$ cat src/rtl/matrix_pkg.sv
// Shared types and defaults for the matrix operand loader and its index counter.
package matrix_pkg;
  localparam int DATA_W_DEF  = 32;
  localparam int DIM_MAX_DEF = 8;

  typedef enum logic [2:0] {
    ST_IDLE,
    ST_LOAD_A,
    ST_LOAD_B,
    ST_KICK,
    ST_WAIT_ACK,
    ST_WAIT_DONE
  } loader_state_t;

  localparam logic SEL_A = 1'b0;
  localparam logic SEL_B = 1'b1;
endpackage

$ cat src/rtl/matrix_index_counter.sv
// Row-major (row,col) walker. Load sets bounds and clears indices; step advances one element;
// last flags the final element of the current bounds.
module matrix_index_counter #(
  parameter int IDX_W = 4
) (
  input  logic             clk,
  input  logic             reset,
  input  logic             load,
  input  logic [IDX_W-1:0] load_rows,
  input  logic [IDX_W-1:0] load_cols,
  input  logic             step,
  output logic [IDX_W-1:0] row,
  output logic [IDX_W-1:0] col,
  output logic             last
);
  localparam logic [IDX_W-1:0] ONE = IDX_W'(1);

  logic [IDX_W-1:0] rows_q;
  logic [IDX_W-1:0] cols_q;
  logic             col_last;

  assign col_last = (col == cols_q - ONE);
  assign last     = col_last && (row == rows_q - ONE);

  always_ff @(posedge clk or posedge reset) begin
    if (reset) begin
      rows_q <= '0;
      cols_q <= '0;
      row    <= '0;
      col    <= '0;
    end else if (load) begin
      rows_q <= load_rows;
      cols_q <= load_cols;
      row    <= '0;
      col    <= '0;
    end else if (step) begin
      // Wrap row too on the final element so indices never exceed dims-1.
      if (col_last) begin
        col <= '0;
        row <= last ? '0 : row + ONE;
      end else begin
        col <= col + ONE;
      end
    end
  end
endmodule

$ cat src/rtl/matrix_operand_loader.sv
// Streams A (MxK) then B (KxN) row-major words into the multiplier operand store, then kicks it.
// Optional MATRIX_LOADER_DIMCHECK_EN adds cfg_err and rejects out-of-range dimensions.
module matrix_operand_loader
  import matrix_pkg::*;
#(
  parameter int DATA_W  = DATA_W_DEF,
  parameter int DIM_MAX = DIM_MAX_DEF,
  parameter int IDX_W   = $clog2(DIM_MAX + 1)
) (
  input  logic              clk,
  input  logic              reset,
  input  logic              cfg_valid,
  output logic              cfg_ready,
  input  logic [IDX_W-1:0]  cfg_rows_a,
  input  logic [IDX_W-1:0]  cfg_cols_a,
  input  logic [IDX_W-1:0]  cfg_cols_b,
  input  logic              in_valid,
  output logic              in_ready,
  input  logic [DATA_W-1:0] in_data,
  output logic              wr_en,
  output logic              wr_sel,
  output logic [IDX_W-1:0]  wr_row,
  output logic [IDX_W-1:0]  wr_col,
  output logic [DATA_W-1:0] wr_data,
  output logic              mul_start,
  input  logic              mul_done,
  output logic              busy
`ifdef MATRIX_LOADER_DIMCHECK_EN
  ,
  output logic              cfg_err
`endif
);
  loader_state_t    state, state_nxt;
  logic             cfg_hs, in_hs, dims_ok, cfg_accept;
  logic [IDX_W-1:0] dim_k, dim_n;
  logic             idx_load, idx_last;
  logic [IDX_W-1:0] idx_rows, idx_cols, idx_row, idx_col;

  assign cfg_hs = cfg_valid && cfg_ready;
  assign in_hs  = in_valid && in_ready;

`ifdef MATRIX_LOADER_DIMCHECK_EN
  assign dims_ok = (cfg_rows_a != '0) && (cfg_rows_a <= IDX_W'(DIM_MAX)) &&
                   (cfg_cols_a != '0) && (cfg_cols_a <= IDX_W'(DIM_MAX)) &&
                   (cfg_cols_b != '0) && (cfg_cols_b <= IDX_W'(DIM_MAX));
`else
  assign dims_ok = 1'b1;
`endif
  assign cfg_accept = cfg_hs && dims_ok;

  // One counter serves both operands: loaded with MxK on config, reloaded with KxN after A.
  assign idx_load = cfg_accept || ((state == ST_LOAD_A) && in_hs && idx_last);
  assign idx_rows = (state == ST_IDLE) ? cfg_rows_a : dim_k;
  assign idx_cols = (state == ST_IDLE) ? cfg_cols_a : dim_n;

  matrix_index_counter #(.IDX_W(IDX_W)) u_idx (
    .clk       (clk),
    .reset     (reset),
    .load      (idx_load),
    .load_rows (idx_rows),
    .load_cols (idx_cols),
    .step      (in_hs),
    .row       (idx_row),
    .col       (idx_col),
    .last      (idx_last)
  );

  always_ff @(posedge clk or posedge reset) begin
    if (reset) begin
      state <= ST_IDLE;
      dim_k <= '0;
      dim_n <= '0;
    end else begin
      state <= state_nxt;
      if (cfg_accept) begin
        dim_k <= cfg_cols_a;
        dim_n <= cfg_cols_b;
      end
    end
  end

  always_comb begin
    state_nxt = state;
    case (state)
      ST_IDLE:      if (cfg_accept)         state_nxt = ST_LOAD_A;
      ST_LOAD_A:    if (in_hs && idx_last)  state_nxt = ST_LOAD_B;
      ST_LOAD_B:    if (in_hs && idx_last)  state_nxt = ST_KICK;
      ST_KICK:                              state_nxt = ST_WAIT_ACK;
      // Done idles high, so it must be seen low before a rise counts as completion.
      ST_WAIT_ACK:  if (!mul_done)          state_nxt = ST_WAIT_DONE;
      ST_WAIT_DONE: if (mul_done)           state_nxt = ST_IDLE;
      default:                              state_nxt = ST_IDLE;
    endcase
  end

  always_comb begin
    cfg_ready = (state == ST_IDLE);
    in_ready  = (state == ST_LOAD_A) || (state == ST_LOAD_B);
    busy      = (state != ST_IDLE);
  end

  // Write port and start pulse: registered one cycle behind the handshake / KICK state.
  always_ff @(posedge clk or posedge reset) begin
    if (reset) begin
      wr_en     <= 1'b0;
      wr_sel    <= SEL_A;
      wr_row    <= '0;
      wr_col    <= '0;
      wr_data   <= '0;
      mul_start <= 1'b0;
    end else begin
      wr_en     <= in_hs;
      mul_start <= (state == ST_KICK);
      if (in_hs) begin
        wr_sel  <= (state == ST_LOAD_B) ? SEL_B : SEL_A;
        wr_row  <= idx_row;
        wr_col  <= idx_col;
        wr_data <= in_data;
      end
    end
  end

`ifdef MATRIX_LOADER_DIMCHECK_EN
  always_ff @(posedge clk or posedge reset) begin
    if (reset) cfg_err <= 1'b0;
    else       cfg_err <= cfg_hs && !dims_ok;
  end
`endif
endmodule

$ cat config.mk
export PLATFORM = sky130hd
export DESIGN_NAME = matrix_operand_loader
export DESIGN_NICKNAME = d
export VERILOG_FILES = /design/src/rtl/matrix_pkg.sv /design/src/rtl/matrix_index_counter.sv /design/src/rtl/matrix_operand_loader.sv
export SDC_FILE = /design/constraint.sdc
export NUM_CORES = 1
export LEC_CHECK = 0
export ABC_AREA = 1
export CAP_MARGIN = 20
export CORE_UTILIZATION = 47
export CTS_CLUSTER_DIAMETER = 100
export CTS_CLUSTER_SIZE = 24
export DETAILED_ROUTE_END_ITERATION = 10
export PLACE_DENSITY = 0.77
export SYNTH_ARGS = -nofsm -noshare
export SYNTH_HDL_FRONTEND = slang
export SYNTH_SLANG_ARGS = --single-unit
$ cat constraint.sdc
create_clock -name clk -period 2.7 [get_ports clk]
set_input_delay 0.54 -clock clk [delete_from_list [all_inputs] [get_ports clk]]
set_output_delay 0.54 -clock clk [all_outputs]
set_load 0.01 [all_outputs]
[Yosys cells after proc, flatten, opt, wreduce, memory -nomap -nowiden]
Index checks and enable logic that the tools add are counted.
Word-level totals
  register bits after elaboration: 70
  input bits: 49
  output and inout port bits: 46
  logic and storage cells: 59
Operators by class
  add/subtract/negate cells: 4
  equal/unequal tests: 12
  muxes and demuxes: 16
  reductions and logical operators: 14
Operators by type and width (number)
  $mux 4: 9
  $pmux 3 s6: 1
  $mux 3: 5
  $add 4x1->4 const B: 2
  $eq 4x4->1: 2
  $ne 2x2->1 const B: 4
  $sub 4x1->4 const B: 2
  $eq 3x2->1 const B: 2
  $eq 3x3->1 const B: 2
  $logic_and 1x1->1: 6
  $reduce_and 5->1: 1
  $reduce_bool 2->1: 2
  $eq 3x1->1 const B: 1
  $logic_not 3->1: 1
  $reduce_bool 3->1: 1
  $logic_or 1x1->1: 2
  $ne 2x1->1 const B: 1
  $reduce_and 2->1: 1
  $mux 1: 1

[Logic depth before layout (Yosys ltp)]
  word-level depth: 8
  mapped depth: 13
  mapped depth without buffers: 13

[Cells and area by module]
From an unflattened synthesis, not the netlist that was laid out.
Unflattened totals
  cells, all modules: 415
  area total of the unflattened synthesis: 3214.3 µm²
Modules (own cells, without submodules)
  matrix_operand_loader: instances 1, cells an instance 266, area each 2203.4 µm², sequential area each 1351.3 µm²
  matrix_index_counter: instances 1, cells an instance 149, area each 1011.0 µm², sequential area each 400.4 µm²

[Least setup slack after synthesis]
OpenSTA, ideal clock, no wires.
  path type: reg2reg
  start point: register u_idx.cols_q[0]
  end point: register u_idx.row[3]
  library setup time: 117 ps
  arrival: 1531 ps
  data required time: 2583 ps
  setup slack: 1052 ps
  stages on the path, launching flop included: 12
  path buffers: 0
  clock period less this slack: 1648 ps
  cell sequence: dfrtp_1 -> inv_2 -> ha_1 -> xnor2_1 -> nor2_1 -> nand2_1 -> nor2_4 -> nand3_4 -> nand3_2 -> nand2_1 -> nand2_1 -> nand2_1
On the way
  cells in the longest elaborated chain, start to end: 7
  elaborated cells between the ends (all ways): 12
  classes of those cells: 1 x add/sub; 1 x eq/ne; 4 x mux; 6 x reduce/logical
RTL lines
  from (decl): RTL line matrix_index_counter.sv:19  | logic [IDX_W-1:0] cols_q;
  from (signal assigned): RTL line matrix_index_counter.sv:33  | cols_q <= load_cols;
  $sub 4x1->4 (*): RTL line matrix_index_counter.sv:22  | assign col_last = (col == cols_q - ONE);
  $eq 4x4->1 (*): RTL line matrix_index_counter.sv:22
  $logic_and 1x1->1: RTL line matrix_index_counter.sv:23  | assign last = col_last && (row == rows_q - ONE);
  $mux 4 / $logic_and 1x1->1 (equally long branches): RTL line matrix_index_counter.sv:40, matrix_operand_loader.sv:52
  $mux 4 / $logic_or 1x1->1 (equally long branches): RTL line matrix_index_counter.sv:38, matrix_operand_loader.sv:52
  $mux 4 / $reduce_bool 2->1 (equally long branches)
  $mux 4 / $reduce_and 2->1 (equally long branches)
  to (signal assigned): RTL line matrix_index_counter.sv:40  | row <= last ? '0 : row + ONE;
  to (decl): RTL line matrix_index_counter.sv:12  | output logic [IDX_W-1:0] row,
Every way passes the cells marked *; elsewhere a longest branch is shown, timed or not. The select of a mux whose other input is x is not followed.
A chain may end at the register's enable or synchronous reset.

[Worst setup path in the final report]
  start point: register state[2]
  end point: output port in_ready
On the way
  cells in the longest elaborated chain, start to end: 2
  elaborated cells between the ends (all ways): 3
  classes of those cells: 2 x eq/ne; 1 x reduce/logical
RTL lines
  from (decl): RTL line matrix_operand_loader.sv:33  | loader_state_t state, state_nxt;
  from (signal assigned): RTL line matrix_operand_loader.sv:74  | state <= state_nxt;
  $eq 3x1->1 / $eq 3x2->1 (equally long branches): RTL line matrix_operand_loader.sv:98  | in_ready = (state == ST_LOAD_A) || (state == ST_LOAD_B);
  $logic_or 1x1->1 (*): RTL line matrix_operand_loader.sv:98
  to (decl): RTL line matrix_operand_loader.sv:18  | output logic in_ready,
Every way passes the cells marked *; elsewhere a longest branch is shown, timed or not.

==> results.txt <==
- Post-route ant nets: 0
- Main synth FF type: dfrtp_1
- Area of the multi-input gates: 0.00130 mm^2
- Worst slew slack as a fraction of its limit: 59.3%
- FMAX: 0.436 GHz
* Layout-stage area growth over the synthesis result: 37.9%
- Yosys printed 0 warnings.
- Final Hold Vio Count: 0
- Average routed wire per standard cell: 13.1 um
- Simple-gate area share of the yosys netlist: 29.9%
- Most used standard cell by instance count after synthesis: nand2_1
- Largest cells by area after synthesis: dfrtp_1 54%, nand2_1 22%, o21ai_0 3.4%
- STA classifies the critical path startpoint as a flop.
- Vert. Die Dim: 85.1 um
- DRC Markers: 0
* Internal reg-to-reg setup slack: 0.79 ns
* Share of synthesized flip-flops with an asynchronous set or reset: 100%
* Setup violation total in the final timing report: 0
- Dividing the final minimum period by the clock period gives 84.9%.
- Share of final-layout standard cells stronger than drive strength 1: 9.96%
- The number of setup buffers added after CTS is 0.
- The run finished with clean final reports.
* Clock H-tree levels: 3
- Final sum of negative setup slack: 0 ns
- The synthesized netlist occupies a cell area of 0.00324 mm^2.
- Resize count post-CTS: 0
* RSZ-0062 raised after global routing: no
* Type of the tightest min-delay check: flop to flop
* Average cell area after synthesis: 8.15 um^2
* Most numerous cell types in the synthesized netlist: 189 x nand2_1, 70 x dfrtp_1, 23 x inv_1
* Latest clock arrival within the worst-skew pair: 0.35 ns
- GR Util met2: 38.4%
* End point of the worst hold path: wr_data[22]$_DFFE_PP0P_
- Post-synthesis instance total: 398
- For this block, the initial DRC count from the detailed router was 187.
- The routed layout has 2836 vias.
- Adder-Cell Fraction of Synth Area: 1.54%
* Starting utilization of the core area: 49.9%
- Across the run, the number of max-cap violations was 0.
- The synthesized netlist devotes 1.89% of its cell area to XOR and XNOR gates.
- For this run the aggregate overflow at the end of global routing stands at 0.
* Worst EP arrival: 1.75 ns
- Number of top-level pins: 95
- PnR Total Power: 3030 uW
* Largest net degree at the start of global routing: 38
- Average via count per standard cell: 4.90
* Capturing element type of the critical path: output port
- The via count of the first global-routing pass is 2702.
* CTS Root Buffer Type: clkbuf_8
- Floorplan row count: 29
* Largest area contributor in the synthesized netlist: dfrtp_1
* Total track usage: 22.7%
- Post-synthesis compound-gate area fraction: 5.44%
- Synthesis produced a netlist with a net count of 451.
* Post-cts hold buffer count: 0
* Endpoint of the worst-slack reg-to-reg timing path: u_idx.row[3]$_DFFE_PP0P_
* Placer's final routability congestion estimate: 0.791
* TritonCTS clock tree: yes
* Fraction of synthesized cell area taken by the top area cell type: 54.0%
- For met3 alone, demand over resource in global routing was 3.50%.
- Number of pins with negative max-slew slack in the final report: 0
- Portion of the post-synthesis area used by sequential elements: 54.0%
* Proportion of synthesized area in mux cells: 1.39%
- Cell area power density: 677 mW/mm^2
- The number of different library cells used by synthesis comes to 28.
* Met1 capacity usage during global routing: 28.9%
- Total number of clock tree sinks: 70
- Number of port buffers: 94
* Cell count of the worst hold path: 2
* Grt peak-use layer: met2
- No sink is reached through more buffers than the 2 on the longest clock path.
* Filler cells: 531
- R2R Path Start: u_idx.cols_q[0]$_DFFE_PP0N_
- IR Drop Worst-Case VDD: 0.409 mV
- Number of enable flip-flop cells after synthesis: 0
* Hold Crit Start: wr_data[22]$_DFFE_PP0P_
- Clock-pin slew was measured on the worst setup and hold paths at 0.08 ns.
- Critical Path Fanout Max: 4
- The number of cells on the worst reg-to-reg path is 11.
- The first global-routing pass estimated 12600 um of wire.
- Data required time at the worst endpoint: 2.16 ns
- Diodes inserted: 0
- Cts bufs inserted: 9
* Minimum clock period after layout: 2.29 ns
* Largest family of logic cells by synthesized area: simple AND/OR/NAND/NOR gates
- Die width: 85.1 um
- Number of antenna violations at the first check in global routing: 0
- For this block, the routed nets add up to 7610 um of wire.
- HPWL after DPL: 5430 um
- For this design the static power due to leakage is 0.00224 uW.
- Area of the placeable core: 0.00649 mm^2
* Tightest Pin Transition: 0.610 ns
* Number of iterations in the first detailed-routing pass: 5
* Final net count: 550
- Crit path kind: flop to output port
- Worst clock skew: 0.00744 ns
* Number of flip-flops and latches in the synthesized netlist: 70
- Register Area: 0.00175 mm^2
* DIE AREA: 0.00724 mm^2
cell usage in the layout (no fill, tap or decap), drive strengths merged:
| cell | count |
|---|---|
| a21oi | 1 |
| buf | 5 |
| bufinv | 1 |
| clkbuf | 11 |
| clkdlybuf4s50 | 94 |
| clkinv | 3 |
| dfrtp | 70 |
| ha | 4 |
| inv | 36 |
| mux2 | 4 |
| nand2 | 193 |
| nand3 | 13 |
| nand3b | 1 |
| nand4 | 5 |
| nor2 | 21 |
| o211ai | 1 |
| o21ai | 30 |
| o22ai | 1 |
| or2 | 1 |
| xnor2 | 3 |
| xor2 | 4 |
logic make-up (layout without fill, tap and decap cells):
group,Yosys count,count (layout)
compound gates,33,33
xor+xnor,7,7
fa+ha+maj,4,4
buf+inv,46,150
flops,70,70
mux,4,4
simple gates,234,234
routing by layer:
metal / part of all wire, % / vias up
li1: - / 1430
met1: 42 / 1307
met2: 52 / 88
met3: 4.1 / 11
met4: 2.0 / 0
met5: 0 / -
sequential cells by signal, indices dropped and copies added, names as in the netlist:
signal / cells
dim_n: 4
dim_k: 4
u_idx.row: 4
wr_sel: 1
wr_col: 4
u_idx.col: 4
u_idx.rows_q: 4
state: 3
wr_en: 1
wr_row: 4
wr_data: 32
mul_start: 1
u_idx.cols_q: 4
worst max-delay path, cell delays in order, from the launching register on:
cell and delay, ns:
dfrtp_1 0.41, inv_1 0.11, nand2_1 0.09, nor2_1 0.12, inv_2 0.06, nand2_2 0.08
clkdlybuf4s50_1 0.54
per-stage QoR:
step,setup WS (ns),cell area (um^2),hold slack [ns],std cells,util (%)
after global placement,0.735,4270,0.461,563,65.8
after detailed placement,0.693,4270,0.467,563,65.8
after CTS,0.379,4470,0.487,579,68.9
final,0.407,4470,0.484,579,68.9
after floorplan,0.392,3240,0.453,398,-
after global routing,0.297,4470,0.503,579,68.9
report_power, final:
group | switching [uW] | internal [uW] | leakage [uW]
Sequential | 125 | 1200 | 0.000853
Clock | 402 | 454 | 0.000104
Combinational | 438 | 411 | 0.00128
layout make-up:
class                           count  area share, %
Timing Repair Buffer               99           22.2
Clock buffer                       11           3.16
Tap cell                           77           2.15
Clock inverter                      5           1.29
Multi-Input combinational cell    282           29.1
Inverter                           35           2.94
Sequential cell                    70           39.2
how the worst max path moves through the flow:
stage                                     from                        to  slack [ns]  cells after the start
final                     state[2]$_DFFE_PP0P_                  in_ready        0.41                      6
after detailed placement              in_valid  u_idx.col[3]$_DFFE_PP0P_        0.69                      5
after global routing      state[2]$_DFFE_PP0P_                  in_ready        0.30                      6
after floorplan                          reset      dim_k[0]$_DFFE_PP0P_        0.39                      1
after CTS                 state[2]$_DFFE_PP0P_                  in_ready        0.38                      6
after global placement                in_valid  u_idx.col[3]$_DFFE_PP0P_        0.74                      5
(Power assumes the default switching activity.)
